### src/rtl/c_requant_packer.sv
`default_nettype none
// ============================================================================
// Module   : c_requant_packer
// Brief    : Requantizes the signed OW-bit C stream from the matmul core to
//            int8 (rounding shift, zero point, optional ReLU, saturation) and
//            packs four results per 32-bit AXIS word. Frame length checking
//            and a 2-entry output FIFO are included.
// Revision : 1.0 - initial release
// ============================================================================
module c_requant_packer #(
  parameter int OW        = 16,
  parameter int FRAME_LEN = 425,
  parameter int CNT_W     = 16
) (
  input  logic          clk,
  input  logic          rst,
  input  logic [OW-1:0] s_axis_c_tdata,
  input  logic          s_axis_c_tvalid,
  output logic          s_axis_c_tready,
  input  logic          s_axis_c_tlast,
  input  logic [3:0]    cfg_shift,
  input  logic [7:0]    cfg_zp,
  input  logic          cfg_relu,
  output logic [31:0]   m_axis_tdata,
  output logic [3:0]    m_axis_tkeep,
  output logic          m_axis_tvalid,
  input  logic          m_axis_tready,
  output logic          m_axis_tlast,
  output logic          frame_done,
  output logic          err_len
);

  localparam logic signed [OW+1:0] c_qmax      = (OW+2)'(127);
  localparam logic signed [OW+1:0] c_qmin      = (OW+2)'(-128);
  localparam logic [CNT_W:0]       c_frame_len = (CNT_W+1)'(FRAME_LEN);

  // ---------------------------------------------------------------- handshake
  logic w_accept;
  assign w_accept = s_axis_c_tvalid && s_axis_c_tready;

  // ------------------------------------------------------- config selection
  // The first beat of a frame uses the live config; the rest use the latch.
  logic             r_in_frame;
  logic [3:0]       r_shift;
  logic [7:0]       r_zp;
  logic             r_relu;
  logic [3:0]       w_shift;
  logic [7:0]       w_zp;
  logic             w_relu;

  assign w_shift = r_in_frame ? r_shift : cfg_shift;
  assign w_zp    = r_in_frame ? r_zp    : cfg_zp;
  assign w_relu  = r_in_frame ? r_relu  : cfg_relu;

  // ------------------------------------------------------ requant datapath
  logic signed [OW:0]   w_x;
  logic signed [OW:0]   w_half;
  logic signed [OW:0]   w_sum;
  logic signed [OW:0]   w_r;
  logic signed [OW+1:0] w_v;
  logic [7:0]           w_q;

  assign w_x    = {s_axis_c_tdata[OW-1], s_axis_c_tdata};
  // Half-LSB bias gives round-half-up; zero when no shift so x passes through.
  assign w_half = (w_shift == 4'd0) ? '0 : ((OW+1)'(1) << (w_shift - 4'd1));
  assign w_sum  = w_x + w_half;
  assign w_r    = w_sum >>> w_shift;
  assign w_v    = {w_r[OW], w_r} + {{(OW-6){w_zp[7]}}, w_zp};

  // Optional ReLU followed by int8 saturation.
  always_comb begin
    w_q = w_v[7:0];
    if (w_relu && w_v[OW+1]) begin
      w_q = 8'h00;
    end else if (w_v > c_qmax) begin
      w_q = 8'h7F;
    end else if (w_v < c_qmin) begin
      w_q = 8'h80;
    end
  end

  // ---------------------------------------------------------------- packing
  logic [1:0]  r_lane_cnt;
  logic [31:0] r_pack_buf;
  logic [31:0] w_word;
  logic [3:0]  w_keep;
  logic        w_push;

  assign w_word = r_pack_buf | ({24'd0, w_q} << {r_lane_cnt, 3'b000});
  assign w_push = w_accept && ((r_lane_cnt == 2'd3) || s_axis_c_tlast);

  // Keep mask covers lanes 0..lane_cnt of the word being completed.
  always_comb begin
    w_keep = 4'b0001;
    case (r_lane_cnt)
      2'd0:    w_keep = 4'b0001;
      2'd1:    w_keep = 4'b0011;
      2'd2:    w_keep = 4'b0111;
      default: w_keep = 4'b1111;
    endcase
  end

  // Lane accumulation; buffer clears once its word goes to the FIFO.
  always_ff @(posedge clk or posedge rst) begin
    if (rst) begin
      r_lane_cnt <= 2'd0;
      r_pack_buf <= 32'd0;
    end else if (w_accept) begin
      if (w_push) begin
        r_lane_cnt <= 2'd0;
        r_pack_buf <= 32'd0;
      end else begin
        r_lane_cnt <= r_lane_cnt + 2'd1;
        r_pack_buf <= w_word;
      end
    end
  end

  // ------------------------------------------------------------ output FIFO
  logic [31:0] r_fifo_data [2];
  logic [3:0]  r_fifo_keep [2];
  logic [1:0]  r_fifo_last;
  logic        r_wr_ptr;
  logic        r_rd_ptr;
  logic [1:0]  r_count;
  logic [1:0]  w_count_next;
  logic        w_pop;

  assign m_axis_tvalid = (r_count != 2'd0);
  assign w_pop         = m_axis_tvalid && m_axis_tready;
  assign m_axis_tdata  = m_axis_tvalid ? r_fifo_data[r_rd_ptr] : 32'd0;
  assign m_axis_tkeep  = m_axis_tvalid ? r_fifo_keep[r_rd_ptr] : 4'd0;
  assign m_axis_tlast  = m_axis_tvalid ? r_fifo_last[r_rd_ptr] : 1'b0;

  // Occupancy after this cycle's push/pop.
  always_comb begin
    w_count_next = r_count;
    case ({w_push, w_pop})
      2'b10:   w_count_next = r_count + 2'd1;
      2'b01:   w_count_next = r_count - 2'd1;
      default: w_count_next = r_count;
    endcase
  end

  // FIFO storage and pointers; input ready mirrors the post-update occupancy
  // so a full FIFO never sees another push.
  always_ff @(posedge clk or posedge rst) begin
    if (rst) begin
      r_fifo_data[0]  <= 32'd0;
      r_fifo_data[1]  <= 32'd0;
      r_fifo_keep[0]  <= 4'd0;
      r_fifo_keep[1]  <= 4'd0;
      r_fifo_last     <= 2'd0;
      r_wr_ptr        <= 1'b0;
      r_rd_ptr        <= 1'b0;
      r_count         <= 2'd0;
      s_axis_c_tready <= 1'b0;
    end else begin
      if (w_push) begin
        r_fifo_data[r_wr_ptr] <= w_word;
        r_fifo_keep[r_wr_ptr] <= w_keep;
        r_fifo_last[r_wr_ptr] <= s_axis_c_tlast;
        r_wr_ptr              <= ~r_wr_ptr;
      end
      if (w_pop) begin
        r_rd_ptr <= ~r_rd_ptr;
      end
      r_count         <= w_count_next;
      s_axis_c_tready <= (w_count_next < 2'd2);
    end
  end

  // -------------------------------------------------------- frame tracking
  logic [CNT_W-1:0] r_elem_cnt;
  logic [CNT_W:0]   w_elem_plus1;

  assign w_elem_plus1 = {1'b0, r_elem_cnt} + (CNT_W+1)'(1);

  // Element counting, config latch, sticky length error and done pulse.
  always_ff @(posedge clk or posedge rst) begin
    if (rst) begin
      r_elem_cnt <= '0;
      r_in_frame <= 1'b0;
      r_shift    <= 4'd0;
      r_zp       <= 8'd0;
      r_relu     <= 1'b0;
      err_len    <= 1'b0;
      frame_done <= 1'b0;
    end else begin
      frame_done <= w_accept && s_axis_c_tlast;
      if (w_accept) begin
        if (!r_in_frame) begin
          r_shift <= cfg_shift;
          r_zp    <= cfg_zp;
          r_relu  <= cfg_relu;
        end
        if (s_axis_c_tlast) begin
          if (w_elem_plus1 != c_frame_len) begin
            err_len <= 1'b1;
          end
          r_elem_cnt <= '0;
          r_in_frame <= 1'b0;
        end else begin
          r_in_frame <= 1'b1;
          if (!(&r_elem_cnt)) begin
            r_elem_cnt <= r_elem_cnt + 1'b1;
          end
          // Reaching the expected length without tlast means the frame overruns.
          if (w_elem_plus1 == c_frame_len) begin
            err_len <= 1'b1;
          end
        end
      end
    end
  end

endmodule
`default_nettype wire

### config.mk
export PLATFORM = sky130hd
export DESIGN_NAME = c_requant_packer
export DESIGN_NICKNAME = d
export VERILOG_FILES = /design/src/rtl/c_requant_packer.sv
export SDC_FILE = /design/constraint.sdc
export NUM_CORES = 1
export LEC_CHECK = 0
export CORE_UTILIZATION = 60
export CTS_CLUSTER_SIZE = 12
export DETAILED_ROUTE_END_ITERATION = 6
export PLACE_DENSITY_LB_ADDON = 0.3
export SLEW_MARGIN = 15
export SYNTH_ARGS = -nofsm -noshare
export SYNTH_HDL_FRONTEND = slang
export SYNTH_SLANG_ARGS = --single-unit
### constraint.sdc
create_clock -name clk -period 8.95 [get_ports clk]
set_input_delay 0.895 -clock clk [delete_from_list [all_inputs] [get_ports clk]]
set_output_delay 0.895 -clock clk [all_outputs]
set_load 0.01 [all_outputs]
==> results.py, run 1 <==
metrics = {
    "status": {
        "result_of_the_run": "completed",
    },
    "clock_tree": {
        "root_buffer": "clkbuf_16",
        "tritoncts": "done",
        "cts_sinks": 145,
        "clock_tree.buffer_depth": 2,
        "cts.clk_slew.worst_paths_ns": 0.06,
        "postCtsSetupRepairBufs": 0,
        "worst_skew_pair_later_pin_latency_ns": 0.43,
        "cts_repair_resize_count": 0,
        "cts-htree-levels": 4,
        "cts_hold_repair.buffers": 0,
        "numCtsBuffers": 17,
    },
    "finish": {
        "drive_gt1_share_pct": 5.644,
        "design.final.nets": 1251,
        "final.fill_count": 1131,
        "antenna_cells_inserted": 0,
        "area_delta_synth_final_pct": 15.21,
        "stdcell_area_um2": 10990,
    },
    "worst_setup_path": {
        "max_stage_delay_ns": 0.97,
        "crit_family": "compound AO/OA/AOI/OAI gates",
        "setup.worst_path.end_class": "flop",
        "crit_path_top_delay_cell": "a21oi_1",
        "critical_path_required_ns": 9.19,
        "type_of_element_launching_the_critical_path": "input port",
        "critical_path.most_common_cell": "mux2i_1",
        "cp.buffers_inverters": 2,
        "worstSetupPathType": "in2reg",
        "critical_path_arrival_ns": 8.53,
        "crit_path_max_fanout": 23,
    },
    "routing": {
        "detailroute.via_count": 8592,
        "antenna_violating_nets_post_route": 0,
        "route.detailed.wl_per_inst_um": 17.08,
        "drc_markers": 0,
        "routed_via_density": 6.146,
        "drt_first_pass_iters": 5,
        "initialDrtViolationCount": 861,
        "routed_wl_um": 23870,
    },
    "sta": {
        "setup_viol": 0,
        "achievable-frequency_ghz": 0.1207,
        "final_max_slew_viol_count": 0,
        "timing.slew.headroom_pct": 25.71,
        "finalCritPeriodShare_pct": 92.55,
        "timing.hold.ws_ns": 0.4577,
        "period_needed_ns": 8.283,
        "worst_slew_pin_slew_ns": 1.114,
        "timing_hold_violations_final": 0,
        "fin_setup_tns_ns": 0,
        "grt_setup_unrepaired": "no",
        "worst_clock_skew_ns": 0.006594,
    },
    "synthesis": {
        "synthArstFlopShare_pct": 100.0,
        "synth.largest_area_cell": "dfrtp_1",
        "synth-simple-area-share_pct": 17.19,
        "xor_xnor_cell_area_share_of_the_yosys_netlist_pct": 2.938,
        "synth_cell_types": 57,
        "synthesized_area_fraction_occupied_by_ao_oa_aoi_and_oai_cells_pct": 20.09,
        "synth-edff-count": 0,
        "syn_nets": 1206,
        "ys_warn_count": 0,
        "post_synth_main_area_contributors": "dfrtp_1 (38%), mux2i_1 (11%), o21ai_0 (7.4%)",
        "synth.top_cell.area_share_pct": 38.03,
        "synthesis.area_um2": 9540,
        "ys_seq_area_share_pct": 38.03,
        "synth_top_family_by_area": "compound AO/OA/AOI/OAI gates",
        "post_synth_adder_cell_area_pct": 5.534,
        "synth_area_per_cell_um2": 8.435,
        "ys_dominant_reg_cell": "dfrtp_1",
        "multiplexer_share_of_the_synthesized_area_pct": 13.04,
        "postSynthRegisterBits": 145,
        "netlist_instances": 1131,
    },
    "grt": {
        "grt_start_max_net_pins": 83,
        "grt_usage_pct": 30.66,
        "grt_pass1_wl_um": 39810,
        "first_global_vias": 8093,
        "antenna_found_initial": 0,
        "overflow": 0,
    },
    "place": {
        "io_buffer_count": 74,
        "post_detail_place_hpwl_um": 16950,
        "post_dp_cell_area_um2": 10410,
        "final_weighted_congestion_in_routability_driven_placement": 0.9703,
    },
    "die": {
        "fp.dieArea_um2": 16410,
        "floorplan.die.height_um": 128.1,
        "floorplan.rows": 45,
        "starting_density_of_the_core_pct": 62.07,
        "floorplan.die.width_um": 128.1,
        "io_pins": 75,
        "design.core.area_um2": 15370,
    },
    "power_and_ir_drop": {
        "vdd_drop_max_v": 0.0002320,
        "p_leak_nw": 5.120,
        "power_density_nw_per_um2": 422.1,
    },
    "job": {
        "max_cap_viol": 0,
    },
    "worst_hold_path": {
        "hp-class": "reg2reg",
    },
}
==> registers in the layout, indices dropped and copies added (netlist names), 2 cells and up <==
name and cells:
r_fifo_data 64, r_pack_buf 32, r_elem_cnt 16, r_fifo_keep 8, r_zp 8, r_shift 4
r_count 2, r_fifo_last 2, r_lane_cnt 2
==> final timing paths <==
check | end | startpoint | depth (start not counted) | slack (ns)
worst max register to register | r_fifo_data[42]$_DFFE_PP0P_ | r_in_frame$_DFFE_PP0P_ | 27 | 0.96
min in group asynchronous | r_elem_cnt[15]$_DFFE_PP0P_ | rst | 2 | 0.98
worst min register to register | err_len$_DFFE_PP0P_ | err_len$_DFFE_PP0P_ | 1 | 0.46
worst max-delay path | r_fifo_data[42]$_DFFE_PP0P_ | cfg_shift[0] | 27 | 0.67
worst min-delay path | err_len$_DFFE_PP0P_ | err_len$_DFFE_PP0P_ | 1 | 0.46
max in group asynchronous | r_fifo_data[43]$_DFFE_PP0P_ | rst | 3 | 6.68
==> synth_stat cells, types with 3 or more instances <==
cell type and n:
nand2_1 151, nor2_1 149, dfrtp_1 145, o21ai_0 142, mux2i_1 104, a21oi_1 73
clkbuf_1 47, ha_1 39, nand3_1 29, inv_1 19, xnor2_1 19, mux2_2 18
a211oi_1 17, a21o_1 13, nor3_1 13, xor2_1 13, o21a_1 11, a31oi_1 10
o211ai_1 10, and2_1 9, nand4_1 8, o31ai_1 8, and3_1 7, buf_1 7
nand2b_1 7, o22ai_1 6, nor2b_1 5, a211o_1 4, buf_2 4, nor4_1 4
a311oi_1 3, o2111ai_1 3
==> where the power goes <==
part	leakage (nW)	internal (mW)	switching, mW
clock network	0.285	0.429	0.268
registers	1.87	0.905	0.167
logic	2.97	1.11	1.76
==> final cells by class <==
type                    instances  area [µm²]  area share [%]
clock buffers                  21       470.5           4.280
clock inverters                 9       108.9          0.9903
inverters                      19       76.32          0.6944
multi-input cells             908        5619           51.12
flip-flops and latches        145        3630           33.02
well taps                     211       264.0           2.402
repair buffers                 85       823.3           7.490
==> routing by layer <==
layer	vias up	wire length, µm	track usage (%)
li1	4117	-	-
met1	4099	11000	42.74
met2	334	10880	48.59
met3	42	1502	4.674
met4	0	485	11.07
met5	-	0	0
==> per-stage QoR <==
step           instances  setup slack, ns  util (%)  power (mW)
3_3_place_gp        1368           0.7185     67.74       3.807
4_1_cts             1398           0.8782     71.51       4.589
6_report            1398           0.6668     71.51       4.640
3_5_place_dp        1368           0.4683     67.74       3.874
5_1_grt             1398          0.07084     71.51       4.991
2_1_floorplan       1131            2.352         -       3.077
==> kinds of logic after synthesis <==
kind of cell,count (synthesis)
buffers and inverters,78
adders and majority gates,41
AOI/OAI and AO/OA,323
muxes,122
xor gates and xnor gates,32
and+or+nand+nor,389
DFF,145
other,1
==> placed cells by master, fill, tap and decap left out, types with 19 or more instances in the layout <==
cell type,n
a21oi_1,73
clkdlybuf4s50_1,74
dfrtp_1,144
ha_1,39
mux2i_1,104
nand2_1,150
nand3_1,29
nor2_1,148
o21ai_0,142
xnor2_1,19
No activity file was read; power rests on OpenSTA's default activity.
==> run 2, diff against run 1 <==
--- a/config.mk
+++ b/config.mk
@@ -5,6 +5,7 @@
 export SDC_FILE = /design/constraint.sdc
 export NUM_CORES = 1
 export LEC_CHECK = 0
+export ABC_AREA = 1
 export CORE_UTILIZATION = 60
 export CTS_CLUSTER_SIZE = 12
 export DETAILED_ROUTE_END_ITERATION = 6
==> results.py, run 2 <==
metrics = {
    "synthesis": {
        "ys_seq_area_share_pct": 37.17,
        "synthesis.area_um2": 9763,
        "synth_commonest_cells": "nand2_1 (558), inv_1 (174), dfrtp_1 (145), a21oi_1 (130), nand3_1 (108)",
        "syn_nets": 1543,
        "synth.largest_area_cell": "dfrtp_1",
        "synth_area_per_cell_um2": 6.651,
        "synth.top_cell.area_share_pct": 37.17,
        "synth-edff-count": 0,
        "netlist_instances": 1468,
        "postSynthRegisterBits": 145,
        "post_synth_main_area_contributors": "dfrtp_1 (37%), nand2_1 (21%), inv_1 (6.7%)",
        "synth_cell_types": 40,
        "synth.most_common_cell": "nand2_1",
        "ys_warn_count": 0,
        "ys_dominant_reg_cell": "dfrtp_1",
        "synthArstFlopShare_pct": 100.0,
    },
    "routing": {
        "route.detailed.wl_per_inst_um": 14.21,
        "drc_markers": 0,
        "routed_wl_um": 24880,
        "initialDrtViolationCount": 962,
        "antenna_violating_nets_post_route": 0,
        "routed_via_density": 5.575,
        "drt_first_pass_iters": 6,
        "detailroute.via_count": 9757,
    },
    "sta": {
        "final_max_slew_viol_count": 0,
        "fin_setup_tns_ns": 0,
        "setup_viol": 0,
        "timing.slew.headroom_pct": 24.92,
        "timing_hold_violations_final": 0,
        "period_needed_ns": 7.094,
        "finalCritPeriodShare_pct": 79.27,
        "worst_slew_pin_slew_ns": 1.125,
        "grt_setup_unrepaired": "no",
        "timing.hold.ws_ns": 0.4533,
        "worst_clock_skew_ns": 0.01043,
        "achievable-frequency_ghz": 0.1410,
    },
    "worst_setup_path": {
        "regToRegEndpoint": "r_fifo_data[12]$_DFFE_PP0P_",
        "type_of_element_launching_the_critical_path": "input port",
        "setup.worst_path.end_class": "flop",
        "worstSetupPathType": "in2reg",
        "max_stage_delay_ns": 0.47,
        "critical_path.reg2reg.startpoint": "r_in_frame$_DFFE_PP0P_",
        "cp.buffers_inverters": 4,
        "critical_path.most_common_cell": "nand2_1",
        "crit_path_max_fanout": 19,
        "critical_path_arrival_ns": 7.45,
        "rr_worst_depth": 40,
        "critical_path_required_ns": 9.31,
        "crit_family": "simple AND/OR/NAND/NOR gates",
        "worst-r2r-setup-slack_ns": 1.94,
        "crit_path_top_delay_cell": "clkdlybuf4s50_1",
    },
    "clock_tree": {
        "clock_tree.buffer_depth": 2,
        "cts.clk_slew.worst_paths_ns": 0.06,
        "worst_skew_pair_later_pin_latency_ns": 0.43,
        "cts_sinks": 145,
        "cts_hold_repair.buffers": 0,
        "tritoncts": "done",
        "postCtsSetupRepairBufs": 0,
        "numCtsBuffers": 17,
        "cts_repair_resize_count": 0,
        "root_buffer": "clkbuf_16",
        "cts-htree-levels": 4,
    },
    "finish": {
        "antenna_cells_inserted": 0,
        "most_common_library_cell_in_the_layout_ignoring_fill_and_taps": "nand2_1",
        "utilization_pct": 70.82,
        "most-common-layout-cells": "nand2_1 (558), inv_1 (173), dfrtp_1 (145)",
        "area_delta_synth_final_pct": 15.22,
        "largest_reg_flops": 64,
        "design.final.nets": 1596,
        "drive_gt1_share_pct": 4.889,
        "top_regs": "r_fifo_data x64, r_pack_buf x32, r_elem_cnt x16",
        "largest-register": "r_fifo_data",
    },
    "die": {
        "io_pins": 75,
        "starting_density_of_the_core_pct": 61.46,
        "fp.dieArea_um2": 16790,
        "floorplan.rows": 46,
        "design.core.area_um2": 15890,
        "floorplan.die.height_um": 129.6,
        "floorplan.die.width_um": 129.6,
    },
    "place": {
        "post_detail_place_hpwl_um": 17480,
        "io_buffer_count": 74,
        "final_weighted_congestion_in_routability_driven_placement": 0.9419,
    },
    "worst_hold_path": {
        "hp-class": "reg2reg",
        "worst_hold_startpoint": "r_fifo_keep[4]$_DFFE_PP0P_",
        "hold_end": "r_fifo_keep[4]$_DFFE_PP0P_",
        "hold-path-cell-count": 2,
    },
    "grt": {
        "antenna_found_initial": 0,
        "overflow": 0,
        "grt_usage_pct": 31.26,
        "first_global_vias": 8964,
        "grt_pass1_wl_um": 41720,
        "grt_start_max_net_pins": 95,
    },
    "power_and_ir_drop": {
        "p_leak_nw": 5.800,
        "fin_total_pwr_mw": 4.743,
        "power_density_nw_per_um2": 421.6,
        "vdd_drop_max_v": 0.0002568,
    },
    "status": {
        "result_of_the_run": "completed",
    },
    "job": {
        "max_cap_viol": 0,
    },
}
[run 2: changes by cell type after synthesis, moves of 11 or more]
cell and delta:
xnor2_1 -15, nand2_1 +407, nand4_1 +19, a211oi_1 -17
inv_1 +155, a21o_1 -11, mux2i_1 -103, o21ai_0 -77
mux2_2 -18, nand3_1 +79, a21oi_1 +57, nor2_1 -74
[run 2: worst max-delay path by stage]
stage | start | end | slack, ns | cells after the start
finish | cfg_shift[0] | r_fifo_data[12]$_DFFE_PP0P_ | 1.86 | 39
global route | cfg_shift[0] | r_fifo_data[28]$_DFFE_PP0P_ | 1.13 | 39
CTS | cfg_shift[0] | r_fifo_data[4]$_DFFE_PP0P_ | 1.99 | 39
detailed placement | cfg_shift[0] | r_fifo_data[4]$_DFFE_PP0P_ | 1.60 | 39
global placement | cfg_shift[0] | r_fifo_data[36]$_DFFE_PP0P_ | 1.83 | 42
floorplan | cfg_shift[2] | r_fifo_data[49]$_DFFE_PP0P_ | 3.15 | 38
[run 2: power by group]
part / total (mW) / internal [mW] / switching, mW
clock: 0.709 / 0.410 / 0.299
sequential: 0.978 / 0.852 / 0.126
combinational: 3.06 / 1.03 / 2.02
total: 4.74 / 2.30 / 2.45
[run 2: metal layers]
| metal | global-route usage (%) | share of wire [%] |
|---|---|---|
| met5 | 0 | 0 |
| met4 | 8.276 | 1.1 |
| met3 | 4.748 | 6.5 |
| met2 | 51.59 | 47 |
| met1 | 42.97 | 46 |
[run 2: worst reg2reg max path, delay by kind of cell (launching register included)]
family,cells,cell delay (ns)
xor+xnor,1,0.08
flops,1,0.47
compound gates,2,0.43
fa+ha+maj,4,1.36
buf+inv,5,0.81
simple gates,28,3.79
[run 2: logic make-up (layout without fill, tap and decap cells)]
family	Yosys count	after routing	synth area share (%)
other	1	1	0.03841
adders and majority gates	41	41	5.408
DFF	145	145	37.17
and+or+nand+nor	799	799	33.62
AOI/OAI and AO/OA	227	227	12.46
muxes	1	1	0.1025
xor gates and xnor gates	24	24	2.153
buffers and inverters	230	296	9.061
[run 2: metrics by stage]
stage | cell area [µm²] | setup slack [ns] | std cells
2_1_floorplan | 9763 | 3.149 | 1468
3_3_place_gp | 10660 | 1.832 | 1718
3_5_place_dp | 10660 | 1.598 | 1718
4_1_cts | 11250 | 1.993 | 1750
5_1_grt | 11250 | 1.127 | 1750
6_report | 11250 | 1.856 | 1750
[run 2: cell type report]
class / instances / area [µm²]
inverters: 179 / 676.9
flip-flops and latches: 145 / 3628
fillers: 1296 / 4636
well taps: 216 / 270.3
repair buffers: 85 / 823.3
multi-input cells: 1093 / 5264
clock inverters: 12 / 120.1
clock buffers: 20 / 466.7
==> run 3, diff against run 2 <==
==> constraint.sdc (replaced) <==
create_clock -name clk -period 7.1 [get_ports clk]
set_input_delay 0.71 -clock clk [delete_from_list [all_inputs] [get_ports clk]]
set_output_delay 0.71 -clock clk [all_outputs]
set_load 0.01 [all_outputs]
==> results.py, run 3 (same netlist as run 2, synthesis figures left out) <==
metrics = {
    "worst_setup_path": {
        "rr_worst_depth": 38,
        "cp-startpoint": "r_in_frame$_DFFE_PP0P_",
        "regToRegEndpoint": "r_fifo_data[30]$_DFFE_PP0P_",
        "setup.worst_path.end_class": "flop",
        "crit_path_top_delay_cell": "dfrtp_1",
        "worst-r2r-setup-slack_ns": 0.67,
        "crit_path_max_fanout": 22,
        "critical_path.reg2reg.startpoint": "r_in_frame$_DFFE_PP0P_",
        "critical_path_arrival_ns": 6.79,
        "max_stage_delay_ns": 0.47,
        "type_of_element_launching_the_critical_path": "flop",
        "worstSetupPathType": "reg2reg",
        "critical_path.most_common_cell": "nand2_1",
        "critical_path_required_ns": 7.46,
    },
    "die": {
        "floorplan.rows": 46,
        "floorplan.die.height_um": 129.6,
        "floorplan.die.width_um": 129.6,
        "fp.dieArea_um2": 16790,
        "design.core.area_um2": 15890,
        "starting_density_of_the_core_pct": 61.46,
        "io_pins": 75,
    },
    "finish": {
        "final.fill_count": 1319,
        "area_delta_synth_final_pct": 15.89,
        "design.final.nets": 1607,
        "utilization_pct": 71.23,
        "drive_gt1_share_pct": 5.437,
        "fin_cells": 1761,
        "most-common-layout-cells": "nand2_1 (557), inv_1 (173), dfrtp_1 (145)",
        "most_common_library_cell_in_the_layout_ignoring_fill_and_taps": "nand2_1",
        "antenna_cells_inserted": 0,
        "top_regs": "r_fifo_data x64, r_pack_buf x32, r_elem_cnt x16",
        "largest-register": "r_fifo_data",
        "largest_reg_flops": 64,
    },
    "clock_tree": {
        "numCtsBuffers": 17,
        "tritoncts": "done",
        "cts.clk_slew.worst_paths_ns": 0.06,
        "clock_tree.buffer_depth": 2,
        "cts_sinks": 145,
        "cts-htree-levels": 4,
        "cts_hold_repair.buffers": 0,
        "worst_skew_pair_later_pin_latency_ns": 0.43,
        "root_buffer": "clkbuf_16",
    },
    "sta": {
        "finalCritPeriodShare_pct": 90.57,
        "final_max_slew_viol_count": 0,
        "setup_slack_ns": 0.6694,
        "worst_clock_skew_ns": 0.01185,
        "grt_setup_unrepaired": "no",
        "setup_viol": 0,
        "achievable-frequency_ghz": 0.1555,
        "fin_setup_tns_ns": 0,
        "timing_hold_violations_final": 0,
        "worst_slew_pin_slew_ns": 1.129,
        "period_needed_ns": 6.431,
        "timing.slew.headroom_pct": 24.62,
    },
    "grt": {
        "grt.met1_usage_pct": 43.79,
        "grt_start_max_net_pins": 92,
        "gr-max-usage-layer": "met2",
        "overflow": 0,
        "global_route.usage.met3_pct": 5.739,
        "antenna_found_initial": 0,
        "grtUsageMet2_pct": 52.56,
        "first_global_vias": 9100,
        "grt_pass1_wl_um": 42750,
        "grt_usage_pct": 32.33,
    },
    "worst_hold_path": {
        "worst_hold_startpoint": "r_fifo_keep[4]$_DFFE_PP0P_",
        "hp-class": "reg2reg",
        "hold_end": "r_fifo_keep[4]$_DFFE_PP0P_",
        "hold-path-cell-count": 2,
    },
    "routing": {
        "drt_first_pass_iters": 6,
        "route.detailed.wl_per_inst_um": 14.68,
        "detailroute.via_count": 9745,
        "routed_via_density": 5.534,
        "initialDrtViolationCount": 872,
        "antenna_violating_nets_post_route": 0,
        "drc_markers": 0,
        "routed_wl_um": 25850,
    },
    "power_and_ir_drop": {
        "p_leak_nw": 5.834,
        "power_density_nw_per_um2": 537.5,
        "vdd_drop_max_v": 0.0003495,
        "fin_total_pwr_mw": 6.081,
    },
    "place": {
        "io_buffer_count": 74,
        "final_weighted_congestion_in_routability_driven_placement": 0.9582,
        "place_ws_ns": 0.4761,
        "numPlacedInstances": 1725,
        "post_detail_place_hpwl_um": 17610,
    },
    "status": {
        "result_of_the_run": "completed",
    },
    "job": {
        "max_cap_viol": 0,
    },
}
[run 3: cell count changes in the layout (fill, tap and decap cells not counted), sizes merged]
cell,previous run,this run
clkbuf,20,22
clkinvlp,2,4
inv,182,180
clkinv,6,4
buf,11,22
[run 3: report_power, final]
group	switching, mW	internal [mW]	leakage, nW
clock network	0.370	0.505	0.265
registers	0.162	1.07	1.94
logic	2.60	1.37	3.63
[run 3: worst max-delay path: cells and delay by family (launching register included)]
kind,cells,cell delay [ns]
AND/OR/NAND/NOR,26,3.32
adder cells (fa/ha/maj),4,1.35
AO/OA/AOI/OAI,2,0.40
flip-flops,1,0.47
XOR/XNOR,1,0.08
buffers and inverters,5,0.76
[run 3: how the worst max path moves through the flow]
stage               depth (start not counted)                     endpoint  slack [ns]
global route                               38  r_fifo_data[27]$_DFFE_PP0P_        0.03
finish                                     38  r_fifo_data[30]$_DFFE_PP0P_        0.67
global placement                           39  r_fifo_data[14]$_DFFE_PP0P_        0.63
CTS                                        39  r_fifo_data[60]$_DFFE_PP0P_        0.66
floorplan                                  38  r_fifo_data[49]$_DFFE_PP0P_        1.48
detailed placement                         39  r_fifo_data[27]$_DFFE_PP0P_        0.48
[run 3: per-stage QoR]
stage	hold slack, ns	area, µm²
2_1_floorplan	0.4226	9763
3_3_place_gp	0.4338	10710
3_5_place_dp	0.4422	10710
4_1_cts	0.4587	11280
5_1_grt	0.4739	11310
6_report	0.4604	11310
[run 3: repair_timing]
action,in CTS,in global routing
buffers inserted,0,4
setup endpoints to repair,0,24
resized for setup,0,1
[run 3: layout make-up]
| cell class | count | area (µm²) | area share [%] |
|---|---|---|---|
| Clock inverter | 10 | 102.6 | 0.9068 |
| Tap cell | 216 | 270.3 | 2.389 |
| Timing Repair Buffer | 96 | 905.9 | 8.006 |
| Inverter | 179 | 676.9 | 5.983 |
| Multi-Input combinational cell | 1093 | 5266 | 46.54 |
| Clock buffer | 22 | 464.2 | 4.103 |
| Sequential cell | 145 | 3628 | 32.07 |
[run 3: routing by layer]
metal | vias to the layer above | share of wire [%]
li1 | 4816 | -
met1 | 4482 | 45
met2 | 405 | 47
met3 | 42 | 7.1
met4 | 0 | 1.7
met5 | - | 0
